**src/rtl/go_ctrl_pkg.sv**
```systemverilog
// Shared types and constants for the goboard Lite controller: register map,
// row-queue entry layout and sequencer state encodings.
package go_ctrl_pkg;

    localparam int REG_CTRL   = 38;
    localparam int REG_STATUS = 39;
    localparam int TEXT_BASE  = 64;

    localparam int ST_BUSY_BOARD = 0;
    localparam int ST_BUSY_TEXT  = 1;
    localparam int ST_FIFO_FULL  = 2;
    localparam int ST_ROW_OVF    = 3;
    localparam int ST_TEXT_DROP  = 4;
    localparam int ST_DONE       = 5;

    typedef struct packed {
        logic [4:0]  addr;
        logic [37:0] pieces;
    } row_entry_t;

    typedef enum logic [1:0] {BRD_IDLE, BRD_WAIT, BRD_SWEEP} board_state_t;
    typedef enum logic {TXT_IDLE, TXT_SWEEP} text_state_t;

endpackage

```
**src/rtl/go_lite_ctrl_if.sv**
```systemverilog


interface go_row_q_if;
    import go_ctrl_pkg::*;

    logic       push;
    row_entry_t din;
    logic       full;
    logic       pop;
    row_entry_t dout;
    logic       empty;

    modport master (output push, din, pop, input full, dout, empty);
    modport slave  (input push, din, pop, output full, dout, empty);
endinterface

```
**src/rtl/go_row_fifo.sv**
```systemverilog
// Show-ahead synchronous FIFO holding pending goboard row commits; the head
// entry is visible on dout while the queue is non-empty.
module go_row_fifo #(
    parameter int DEPTH = 4
) (
    input  logic       clk,
    input  logic       rst_n,
    go_row_q_if.slave  q
);
    import go_ctrl_pkg::*;

    localparam int AW = $clog2(DEPTH);

    row_entry_t  mem_q [DEPTH];
    logic [AW:0] wr_ptr_q;
    logic [AW:0] rd_ptr_q;

    // Extra pointer bit distinguishes full from empty when the indices match.
    assign q.empty = (wr_ptr_q == rd_ptr_q);
    assign q.full  = (wr_ptr_q[AW] != rd_ptr_q[AW]) &&
                     (wr_ptr_q[AW-1:0] == rd_ptr_q[AW-1:0]);
    assign q.dout  = mem_q[rd_ptr_q[AW-1:0]];

    always_ff @(posedge clk) begin
        if (!rst_n) begin
            wr_ptr_q <= '0;
            rd_ptr_q <= '0;
        end else begin
            if (q.push) begin
                mem_q[wr_ptr_q[AW-1:0]] <= q.din;
                wr_ptr_q <= wr_ptr_q + (AW+1)'(1);
            end
            if (q.pop) begin
                rd_ptr_q <= rd_ptr_q + (AW+1)'(1);
            end
        end
    end

endmodule

```
**src/rtl/go_lite_ctrl.sv**
```systemverilog
// Lite register front-end for the goboard display: row shadows and commit
// queue, board/text clear sequencers, sticky status and level interrupt.
module go_lite_ctrl #(
    parameter int         FIFO_DEPTH = 4,
    parameter int         ROWS       = 19,
    parameter int         TEXT_BASE  = go_ctrl_pkg::TEXT_BASE,
    parameter int         TEXT_DEPTH = 512,
    parameter logic [7:0] BLANK_CHAR = 8'h20
) (
    input  logic        user_clk,
    input  logic        rst_n_i,
    input  logic        user_wren,
    input  logic [3:0]  user_wstrb,
    input  logic        user_rden,
    input  logic [11:0] user_addr,
    input  logic [31:0] user_wr_data,
    output logic [31:0] user_rd_data,
    output logic        user_irq,
    output logic [4:0]  addr_o,
    output logic [37:0] pieces_o,
    output logic        wEnable_o,
    output logic        wea_o,
    output logic [7:0]  ascii_o,
    output logic [8:0]  write_ram_addr_o
);
    import go_ctrl_pkg::*;

    localparam logic [9:0] HI_LO    = 10'(ROWS);
    localparam logic [9:0] HI_END   = 10'(2 * ROWS);
    localparam logic [9:0] TX_LO    = 10'(TEXT_BASE);
    localparam logic [9:0] TX_END   = 10'(TEXT_BASE + TEXT_DEPTH);
    localparam logic [4:0] LAST_ROW = 5'(ROWS - 1);
    localparam logic [8:0] LAST_TXT = 9'(TEXT_DEPTH - 1);

    logic [31:0]  shadow_l_q [ROWS];
    logic [5:0]   shadow_h_q [ROWS];
    board_state_t brd_q;
    text_state_t  txt_q;
    logic [4:0]   brd_cnt_q;
    logic [8:0]   txt_cnt_q;
    logic         irq_en_q, row_ovf_q, text_drop_q, done_q, irq_q;
    logic         irq_en_d, row_ovf_d, text_drop_d, done_d;
    logic [31:0]  rd_data_q, rd_d, status_w;
    logic [4:0]   addr_q;
    logic [37:0]  pieces_q;
    logic         wen_q, wea_q;
    logic [7:0]   ascii_q;
    logic [8:0]   ram_addr_q;

    logic [9:0]   w;
    logic [4:0]   row_idx;
    logic         full_wr, wr_lo, wr_hi, wr_ctrl, wr_stat, wr_text;
    logic         brd_end, txt_end;
    logic         unused_addr_bits;

    go_row_q_if rq ();

    go_row_fifo #(.DEPTH(FIFO_DEPTH)) u_fifo (
        .clk   (user_clk),
        .rst_n (rst_n_i),
        .q     (rq)
    );

    assign w                = user_addr[11:2];
    assign unused_addr_bits = &{1'b0, user_addr[1:0]};

    always_comb begin
        full_wr = user_wren && (user_wstrb == 4'hF);
        wr_lo   = full_wr && (w < HI_LO);
        wr_hi   = full_wr && (w >= HI_LO) && (w < HI_END);
        wr_ctrl = full_wr && (w == 10'(REG_CTRL));
        wr_stat = full_wr && (w == 10'(REG_STATUS));
        wr_text = user_wren && user_wstrb[0] && (w >= TX_LO) && (w < TX_END);
        row_idx = (w < HI_LO) ? w[4:0] : 5'(w - HI_LO);

        // Drain keeps running while a clear waits for the queue to empty.
        rq.pop  = !rq.empty && (brd_q != BRD_SWEEP);
        rq.push = wr_lo && (!rq.full || rq.pop);
        rq.din  = '{addr: row_idx, pieces: {shadow_h_q[row_idx], user_wr_data}};

        brd_end = (brd_q == BRD_SWEEP) && (brd_cnt_q == LAST_ROW);
        txt_end = (txt_q == TXT_SWEEP) && (txt_cnt_q == LAST_TXT);

        // Set conditions take priority over a write-one-to-clear on the same edge.
        done_d      = brd_end || txt_end ||
                      (done_q && !(wr_stat && user_wr_data[ST_DONE]));
        row_ovf_d   = (wr_lo && !rq.push) ||
                      (row_ovf_q && !(wr_stat && user_wr_data[ST_ROW_OVF]));
        text_drop_d = (wr_text && (txt_q == TXT_SWEEP)) ||
                      (text_drop_q && !(wr_stat && user_wr_data[ST_TEXT_DROP]));
        irq_en_d    = wr_ctrl ? user_wr_data[2] : irq_en_q;

        status_w                = '0;
        status_w[ST_BUSY_BOARD] = (brd_q != BRD_IDLE);
        status_w[ST_BUSY_TEXT]  = (txt_q == TXT_SWEEP);
        status_w[ST_FIFO_FULL]  = rq.full;
        status_w[ST_ROW_OVF]    = row_ovf_q;
        status_w[ST_TEXT_DROP]  = text_drop_q;
        status_w[ST_DONE]       = done_q;

        rd_d = '0;
        if (w < HI_LO)                    rd_d = shadow_l_q[row_idx];
        else if (w < HI_END)              rd_d = {26'b0, shadow_h_q[row_idx]};
        else if (w == 10'(REG_CTRL))      rd_d = {29'b0, irq_en_q, 2'b0};
        else if (w == 10'(REG_STATUS))    rd_d = status_w;
    end

    always_ff @(posedge user_clk) begin
        if (!rst_n_i) begin
            for (int r = 0; r < ROWS; r++) begin
                shadow_l_q[r] <= '0;
                shadow_h_q[r] <= '0;
            end
            brd_q       <= BRD_IDLE;
            txt_q       <= TXT_IDLE;
            brd_cnt_q   <= '0;
            txt_cnt_q   <= '0;
            irq_en_q    <= 1'b0;
            row_ovf_q   <= 1'b0;
            text_drop_q <= 1'b0;
            done_q      <= 1'b0;
            irq_q       <= 1'b0;
            rd_data_q   <= '0;
            addr_q      <= '0;
            pieces_q    <= '0;
            wen_q       <= 1'b0;
            wea_q       <= 1'b0;
            ascii_q     <= '0;
            ram_addr_q  <= '0;
        end else begin
            wen_q       <= 1'b0;
            wea_q       <= 1'b0;
            irq_en_q    <= irq_en_d;
            row_ovf_q   <= row_ovf_d;
            text_drop_q <= text_drop_d;
            done_q      <= done_d;
            irq_q       <= irq_en_d & done_d;
            if (user_rden) rd_data_q <= rd_d;

            if (rq.pop) begin
                addr_q   <= rq.dout.addr;
                pieces_q <= rq.dout.pieces;
                wen_q    <= 1'b1;
            end

            case (brd_q)
                BRD_IDLE: if (wr_ctrl && user_wr_data[0]) brd_q <= BRD_WAIT;
                BRD_WAIT: if (rq.empty) begin
                    brd_q     <= BRD_SWEEP;
                    brd_cnt_q <= '0;
                    for (int r = 0; r < ROWS; r++) begin
                        shadow_l_q[r] <= '0;
                        shadow_h_q[r] <= '0;
                    end
                end
                BRD_SWEEP: begin
                    addr_q    <= brd_cnt_q;
                    pieces_q  <= '0;
                    wen_q     <= 1'b1;
                    brd_cnt_q <= brd_cnt_q + 5'd1;
                    if (brd_end) brd_q <= BRD_IDLE;
                end
                default: brd_q <= BRD_IDLE;
            endcase

            if (wr_lo) shadow_l_q[row_idx] <= user_wr_data;
            if (wr_hi) shadow_h_q[row_idx] <= user_wr_data[5:0];

            case (txt_q)
                TXT_IDLE: begin
                    if (wr_ctrl && user_wr_data[1]) begin
                        txt_q     <= TXT_SWEEP;
                        txt_cnt_q <= '0;
                    end
                    if (wr_text) begin
                        wea_q      <= 1'b1;
                        ascii_q    <= user_wr_data[7:0];
                        ram_addr_q <= 9'(w - TX_LO);
                    end
                end
                TXT_SWEEP: begin
                    wea_q      <= 1'b1;
                    ascii_q    <= BLANK_CHAR;
                    ram_addr_q <= txt_cnt_q;
                    txt_cnt_q  <= txt_cnt_q + 9'd1;
                    if (txt_end) txt_q <= TXT_IDLE;
                end
            endcase
        end
    end

    assign user_rd_data     = rd_data_q;
    assign user_irq         = irq_q;
    assign addr_o           = addr_q;
    assign pieces_o         = pieces_q;
    assign wEnable_o        = wen_q;
    assign wea_o            = wea_q;
    assign ascii_o          = ascii_q;
    assign write_ram_addr_o = ram_addr_q;

endmodule

```
**config.mk**
```make
export PLATFORM = sky130hd
export DESIGN_NAME = go_lite_ctrl
export DESIGN_NICKNAME = d
export VERILOG_FILES = /design/src/rtl/go_ctrl_pkg.sv /design/src/rtl/go_lite_ctrl_if.sv /design/src/rtl/go_row_fifo.sv /design/src/rtl/go_lite_ctrl.sv
export SDC_FILE = /design/constraint.sdc
export NUM_CORES = 2
export LEC_CHECK = 0
export CAP_MARGIN = 40
export CORE_ASPECT_RATIO = 1.5
export CORE_MARGIN = 2
export CORE_UTILIZATION = 40
export CTS_CLUSTER_SIZE = 24
export DETAILED_ROUTE_END_ITERATION = 12
export GPL_ROUTABILITY_DRIVEN = 0
export PLACE_DENSITY = 0.53
export SLEW_MARGIN = 30
export SYNTH_ARGS = -nofsm -noshare
export SYNTH_HDL_FRONTEND = slang
export SYNTH_SLANG_ARGS = --single-unit
```
**constraint.sdc**
```tcl
create_clock -name user_clk -period 8.9 [get_ports user_clk]
set_input_delay 0.89 -clock user_clk [delete_from_list [all_inputs] [get_ports user_clk]]
set_output_delay 0.89 -clock user_clk [all_outputs]
set_load 0.05 [all_outputs]
```
* After elaboration in Yosys (flattened, before gate mapping)
Memory sizes are Yosys's and may differ from the RTL's. A register that Yosys moved wholly into a read port is not among the register bits.
Index checks and enable logic that the tools add are counted.
** Word-level totals
- Bits in registers :: 122
- Bits in writable memories :: 894
- Input bits :: 52
- Output and inout bits :: 95
- Memories :: 3
** Memories
- shadow_l_q :: depth 19, bits a word 32, rd ports 1, clocked after Yosys merged registers in 0, wr ports 20, line go_lite_ctrl.sv:35 : logic [31:0] shadow_l_q [ROWS];
- u_fifo.mem_q :: depth 4, bits a word 43, rd ports 1, clocked after Yosys merged registers in 1, wr ports 1, line go_row_fifo.sv:14 : row_entry_t mem_q [DEPTH];
- shadow_h_q :: depth 19, bits a word 6, rd ports 1, clocked after Yosys merged registers in 0, wr ports 20, line go_lite_ctrl.sv:36 : logic [5:0] shadow_h_q [ROWS];
** Operators by class
- $add $sub $neg :: 6
- Magnitude comparators :: 5
- Equal/unequal tests :: 16
- Multiplexer cells :: 81
- Bitwise operators :: 41
- Reductions and logical operators :: 42
** Operator list (count)
- $mux W32 :: 21
- $mux W6 :: 21
- $or A1 B1 Y1 :: 38
- $pmux W9 S2 :: 2
- $logic_and A1 B1 Y1 :: 24
- $eq A10 B6 Y1 const B :: 2
- $mux W1 :: 20
- $mux W5 :: 4
- $mux W9 :: 2
- $pmux W8 S2 :: 1
- $ne A2 B2 Y1 const B :: 6
- $ge A10 B5 Y1 const B :: 1
- $ge A10 B7 Y1 const B :: 1
- $lt A10 B10 Y1 const B :: 1
- $lt A10 B5 Y1 const B :: 1
- $lt A10 B6 Y1 const B :: 1
- $mux W2 :: 5
- $pmux W5 S2 :: 1
- $add A9 B1 Y9 const B :: 1
- $eq A9 B9 Y1 const B :: 1
- $sub A9 B7 Y9 const B :: 1
- $mux W8 :: 1
- $add A3 B1 Y3 const B :: 2
- $logic_not A1 Y1 :: 6
- 19 further kinds :: 27

* Longest topological paths before layout
- Depth after elaboration :: 8
- Mapped depth :: 16
- Mapped depth without buffers :: 11

* Modules after synthesis
From an unflattened synthesis, not the netlist that was laid out.
** Unflattened totals
- Cells, all modules :: 4865
- Area total of the unflattened synthesis :: 66060.9 µm²
** Modules (own cells, without submodules)
- go_lite_ctrl :: times used 1, cells an instance 4599, area an instance 59398.2 µm², sequential area each 38837.2 µm²
- go_row_fifo :: times used 1, cells an instance 266, area an instance 6662.6 µm², sequential area each 5325.1 µm²

* Worst setup path after synthesis
Ideal clock, no wire load.
- Path type :: input to register
- Start :: in user_addr[8]
- End :: mem shadow_l_q[0][0], enable pin
- Setup time :: 0.466 ns
- Arrival time :: 5.348 ns
- Required time :: 8.434 ns
- Path slack :: 3.086 ns
- Cell stages on the path :: 12
- Path through :: inv_1 > ha_1 > or3b_1 > clkbuf_1 > o21bai_1 > a22oi_2 > clkbuf_1 > nand3_1 > buf_2 > clkbuf_1 > clkbuf_1 > o21ai_0
** RTL lines
- start: declaration :: line go_lite_ctrl.sv:15 : input logic [11:0] user_addr,
- end: declaration :: line go_lite_ctrl.sv:35

* Worst setup path in the final report
- Start :: in user_addr[4]
- End :: reg rd_data_q[21] (netlist: user_rd_data[21])
** On the way
- Word-level cells in the longest chain between the ends :: 4
- Elaborated cells on any way between the ends :: 5
** Ends and longest elaborated chain
- $lt A10 B5 Y1 or $sub A5 B5 Y5 (tied branches) :: line go_lite_ctrl.sv:74, go_lite_ctrl.sv:102
- $mux W5 :: line go_lite_ctrl.sv:74 : row_idx = (w < HI_LO) ? w[4:0] : 5'(w - HI_LO);
- $mem_v2 Z19 W32
- $mux W32 * :: line go_lite_ctrl.sv:102 : if (w < HI_LO) rd_d = shadow_l_q[row_idx];
- end signal: assignment :: line go_lite_ctrl.sv:138 : if (user_rden) rd_data_q <= rd_d;
- end: declaration :: line go_lite_ctrl.sv:43 : logic [31:0] rd_data_q, rd_d, status_w;
Mark *: on every way between the ends. The rest lies on a longest branch, timed or not.
A chain may end at the register's enable or synchronous reset.

==> Flow_metrics.wiki <==
{| class="wikitable"
! Metric !! Value
|-
| Via count of the first global-routing pass || 40570
|-
| Remaining antenna violation count || 0
|-
| Category of the critical setup timing path || in -> reg
|-
| Final hold slack || 0.4468 ns
|-
| Sequential share of the synthesized area || 65.72%
|-
| First-pass GRT wire length || 291.6 mm
|-
| Depth of the worst register-to-register path || 7
|-
| Crit path capture type || flop
|-
| Core ar. || 0.1671 sq mm
|-
| Top cell type's share of synthesized area || 62.03%
|-
| Pwr/cell area || 211.2 mW/mm^2
|-
| Maximum level of the CTS H-tree || 4
|-
| Data required time of the critical path || 9.58 ns
|-
| Total chip power || 16.30 mW
|-
| Per-cell routed wire length || 29.42 um
|-
| Worst Slack Setup Final || 3.628 ns
|-
| Commonest non-fill, non-tap cells in the layout || 1388 x sky130_fd_sc_hd__edfxtp_1, 628 x sky130_fd_sc_hd__and2_1, 332 x sky130_fd_sc_hd__mux4_2
|-
| Overall routing resource usage || 23.65%
|-
| Met1 routed wirelength after detailed routing || 79.30 mm
|-
| Post-Syn Instances || 4412
|-
| Unrepaired setup endpoints after global routing || false
|-
| Non-filler cells in the finished layout || 6928
|-
| Clock root buffer || sky130_fd_sc_hd__clkbuf_16
|-
| Top area cells in the synthesized netlist || sky130_fd_sc_hd__edfxtp_1 62%, sky130_fd_sc_hd__mux4_2 11%, sky130_fd_sc_hd__and2_1 5.9%
|-
| Top-level port count || 147
|-
| Area after detailed placement || 0.07212 sq mm
|-
| Remaining global-route overflow || 0
|-
| Post-cts gate resize count || 0
|-
| Filler cell count in the final layout || 14740
|-
| Number of buffers on the longest clock path || 3
|-
| Area grow syn2layout || 14.83%
|-
| Total placed cells including tap cells || 6631
|-
| Clock buffers created by TritonCTS || 153
|-
| Num Clock Sinks || 1512
|-
| Slack of the worst reg-to-reg path || 5.92 ns
|-
| Post CTS Setup Buffer Count || 0
|-
| Shortest period the worst path allows || 5.272 ns
|-
| Status || completed
|-
| Leak pwr || 25.50 nW
|-
| Setup TNS || 0 ns
|-
| Class of the tightest hold or removal check || reg -> reg
|-
| Final wirelength || 203.8 mm
|-
| Setup Viol. Count Final || 0
|-
| Final design utilization || 46.17%
|-
| VDD IR max || 0.1930 mV
|-
| Fmax || 189.7 MHz
|-
| Count of unique library cells instantiated by Yosys || 78
|-
| Clk slew on worst S/H paths || 0.06 ns
|-
| Clock Latency Late Sink || 0.80 ns
|-
| Cells on Worst Hold Path || 2
|-
| Final hold violation count || 0
|-
| Mapped Avg Cell Area || 15.23 sq um
|-
| Design area || 0.07716 sq mm
|-
| Full die area || 0.1714 sq mm
|-
| First-pass iteration count of the detailed router || 6
|-
| Remaining routing DRC violations || 0
|-
| Number of warnings reported in the yosys synthesis log || 0
|-
| Vertical die dimension || 506.0 um
|-
| CTS tree || yes
|-
| Maximum fanout along the worst path || 40
|-
| Crit path DAT || 5.96 ns
|-
| Max layer used || met5
|-
| Post-synthesis sequential element count || 1512
|-
| Worst slack, placed || 2.822 ns
|-
| Max Transition Viols Final || 0
|-
| Port Buffers || 144
|-
| Commonest non-fill, non-tap cell in the layout || sky130_fd_sc_hd__edfxtp_1
|-
| Pin count of the biggest net entering global routing || 116
|-
| Final HPWL DP || 124.4 mm
|-
| Layout Nets || 4626
|-
| Total of max-cap violations || 0
|-
| Largest area contributor in the netlist || sky130_fd_sc_hd__edfxtp_1
|-
| Worst rel slew slack || 35.23%
|-
| Number of enable flip-flop cells after synthesis || 1388
|-
| Fraction of synthesis flops using an asynchronous set or reset pin || 0%
|-
| DR vias/cell || 5.767
|-
| Initial antenna violation count || 9
|-
| Starting Density || 40.20%
|-
| Ratio of cells with drive above 1 in the final layout || 18.38%
|-
| Reg2Reg Capture Point || shadow_l_q[5][12]$_SDFFCE_PN0P_
|-
| Length of routed met2 wiring || 105.6 mm
|-
| Startpoint of the worst-slack reg-to-reg timing path || u_fifo.rd_ptr_q[2]$_SDFFE_PN0P_
|-
| Cell row count || 184
|-
| Die extent in x || 338.7 um
|-
| Final worst clock skew || 0.02547 ns
|-
| First-iteration detailed-routing DRC count || 3504
|-
| Post-synth design cell area || 0.06720 sq mm
|-
| Most used flip-flop cell after synthesis || sky130_fd_sc_hd__edfxtp_1
|-
| Via total after detailed routing || 39950
|-
| Worst-case hold path end point || pieces_o[10]$_SDFFE_PP0P_
|-
| Final period util || 59.24%
|-
| Cts hold-fix bufs || 0
|-
| Slew @ Worst Pin || 0.9715 ns
|-
| Length of routed met3 wiring || 9.560 mm
|-
| Critical Path Start Type || input port
|-
| Hold path start || pieces_o[10]$_SDFFE_PP0P_
|}
worst max-delay path: stages:
cell and delay (ns):
sky130_fd_sc_hd__clkdlybuf4s50_1 0.66, sky130_fd_sc_hd__or4_4 0.67, sky130_fd_sc_hd__a21oi_4 0.13, sky130_fd_sc_hd__buf_4 0.35, sky130_fd_sc_hd__o211a_4 0.65, sky130_fd_sc_hd__inv_2 0.33, sky130_fd_sc_hd__buf_4 0.44, sky130_fd_sc_hd__nor3_1 0.67
sky130_fd_sc_hd__a21oi_1 0.40, sky130_fd_sc_hd__nand2_1 0.38, sky130_fd_sc_hd__nor4_1 0.15, sky130_fd_sc_hd__a21o_1 0.18
Yosys cell counts (all sizes together), types with 56 or more instances:
library cell / n
a21oi: 111
clkbuf: 204
a31oi: 63
o21ai: 68
mux4: 332
buf: 155
nand3: 65
a2111oi: 56
nand2: 262
dfxtp: 124
nor2: 250
o22ai: 79
mux2i: 268
and2: 632
edfxtp: 1388
power breakdown:
group / leakage (nW) / switching, mW / internal, mW
Combinational: 9.26 / 1.15 / 0.656
Sequential: 13.9 / 0.103 / 7.97
Clock: 2.39 / 2.76 / 3.66
sequential cells by signal (all words and copies together) (netlist names), 2 cells and up, named ones only:
name and cells:
addr_o 5, ascii_o 8, brd_cnt_q 5, brd_q 2, pieces_o 38, shadow_h_q 192, shadow_l_q 1024, txt_cnt_q 9
u_fifo.mem_q 172, u_fifo.rd_ptr_q 3, u_fifo.wr_ptr_q 3, user_rd_data 32, write_ram_addr_o 9
metal layers:
metal  vias to the layer above  GRT usage [%]
met4                         2          10.88
met5                         -              0
met2                      1296          41.79
met1                     21020          29.12
met3                       367          2.545
li1                      17270              -
logic make-up (layout without fill, tap and decap cells):
kind of cell,Yosys count,in the layout,synth area share (%)
AOI/OAI and AO/OA,532,532,5.337
xor gates and xnor gates,11,11,0.1545
adders and majority gates,14,14,0.2607
buffers and inverters,380,630,2.540
DFF,1512,1512,65.72
muxes,626,626,15.56
other,1,35,0.005581
and+or+nand+nor,1336,1336,10.42
cell type report:
type	instances	area (sq um)	area share, %
flip-flops and latches	1512	44170	57.24
well taps	2232	2793	3.619
clock inverters	60	583.1	0.7556
inverters	21	98.84	0.1281
diodes	11	27.53	0.03567
multi-input cells	2543	22000	28.52
clock buffers	220	4309	5.584
repair buffers	329	3181	4.122
worst max path at each step:
stage,start,to,slack [ns]
finish,user_addr[4],user_rd_data[21]$_SDFFE_PN0P_,3.63
global route,user_addr[8],shadow_l_q[10][30]$_SDFFCE_PN0P_,3.49
CTS,user_addr[4],shadow_l_q[10][30]$_SDFFCE_PN0P_,3.67
detailed placement,user_addr[4],shadow_l_q[10][19]$_SDFFCE_PN0P_,2.82
global placement,user_addr[4],user_rd_data[10]$_SDFFE_PN0P_,2.65
floorplan,user_addr[8],shadow_l_q[0][0]$_SDFFCE_PN0P_,3.09
Power figures use the tool's default switching activity.
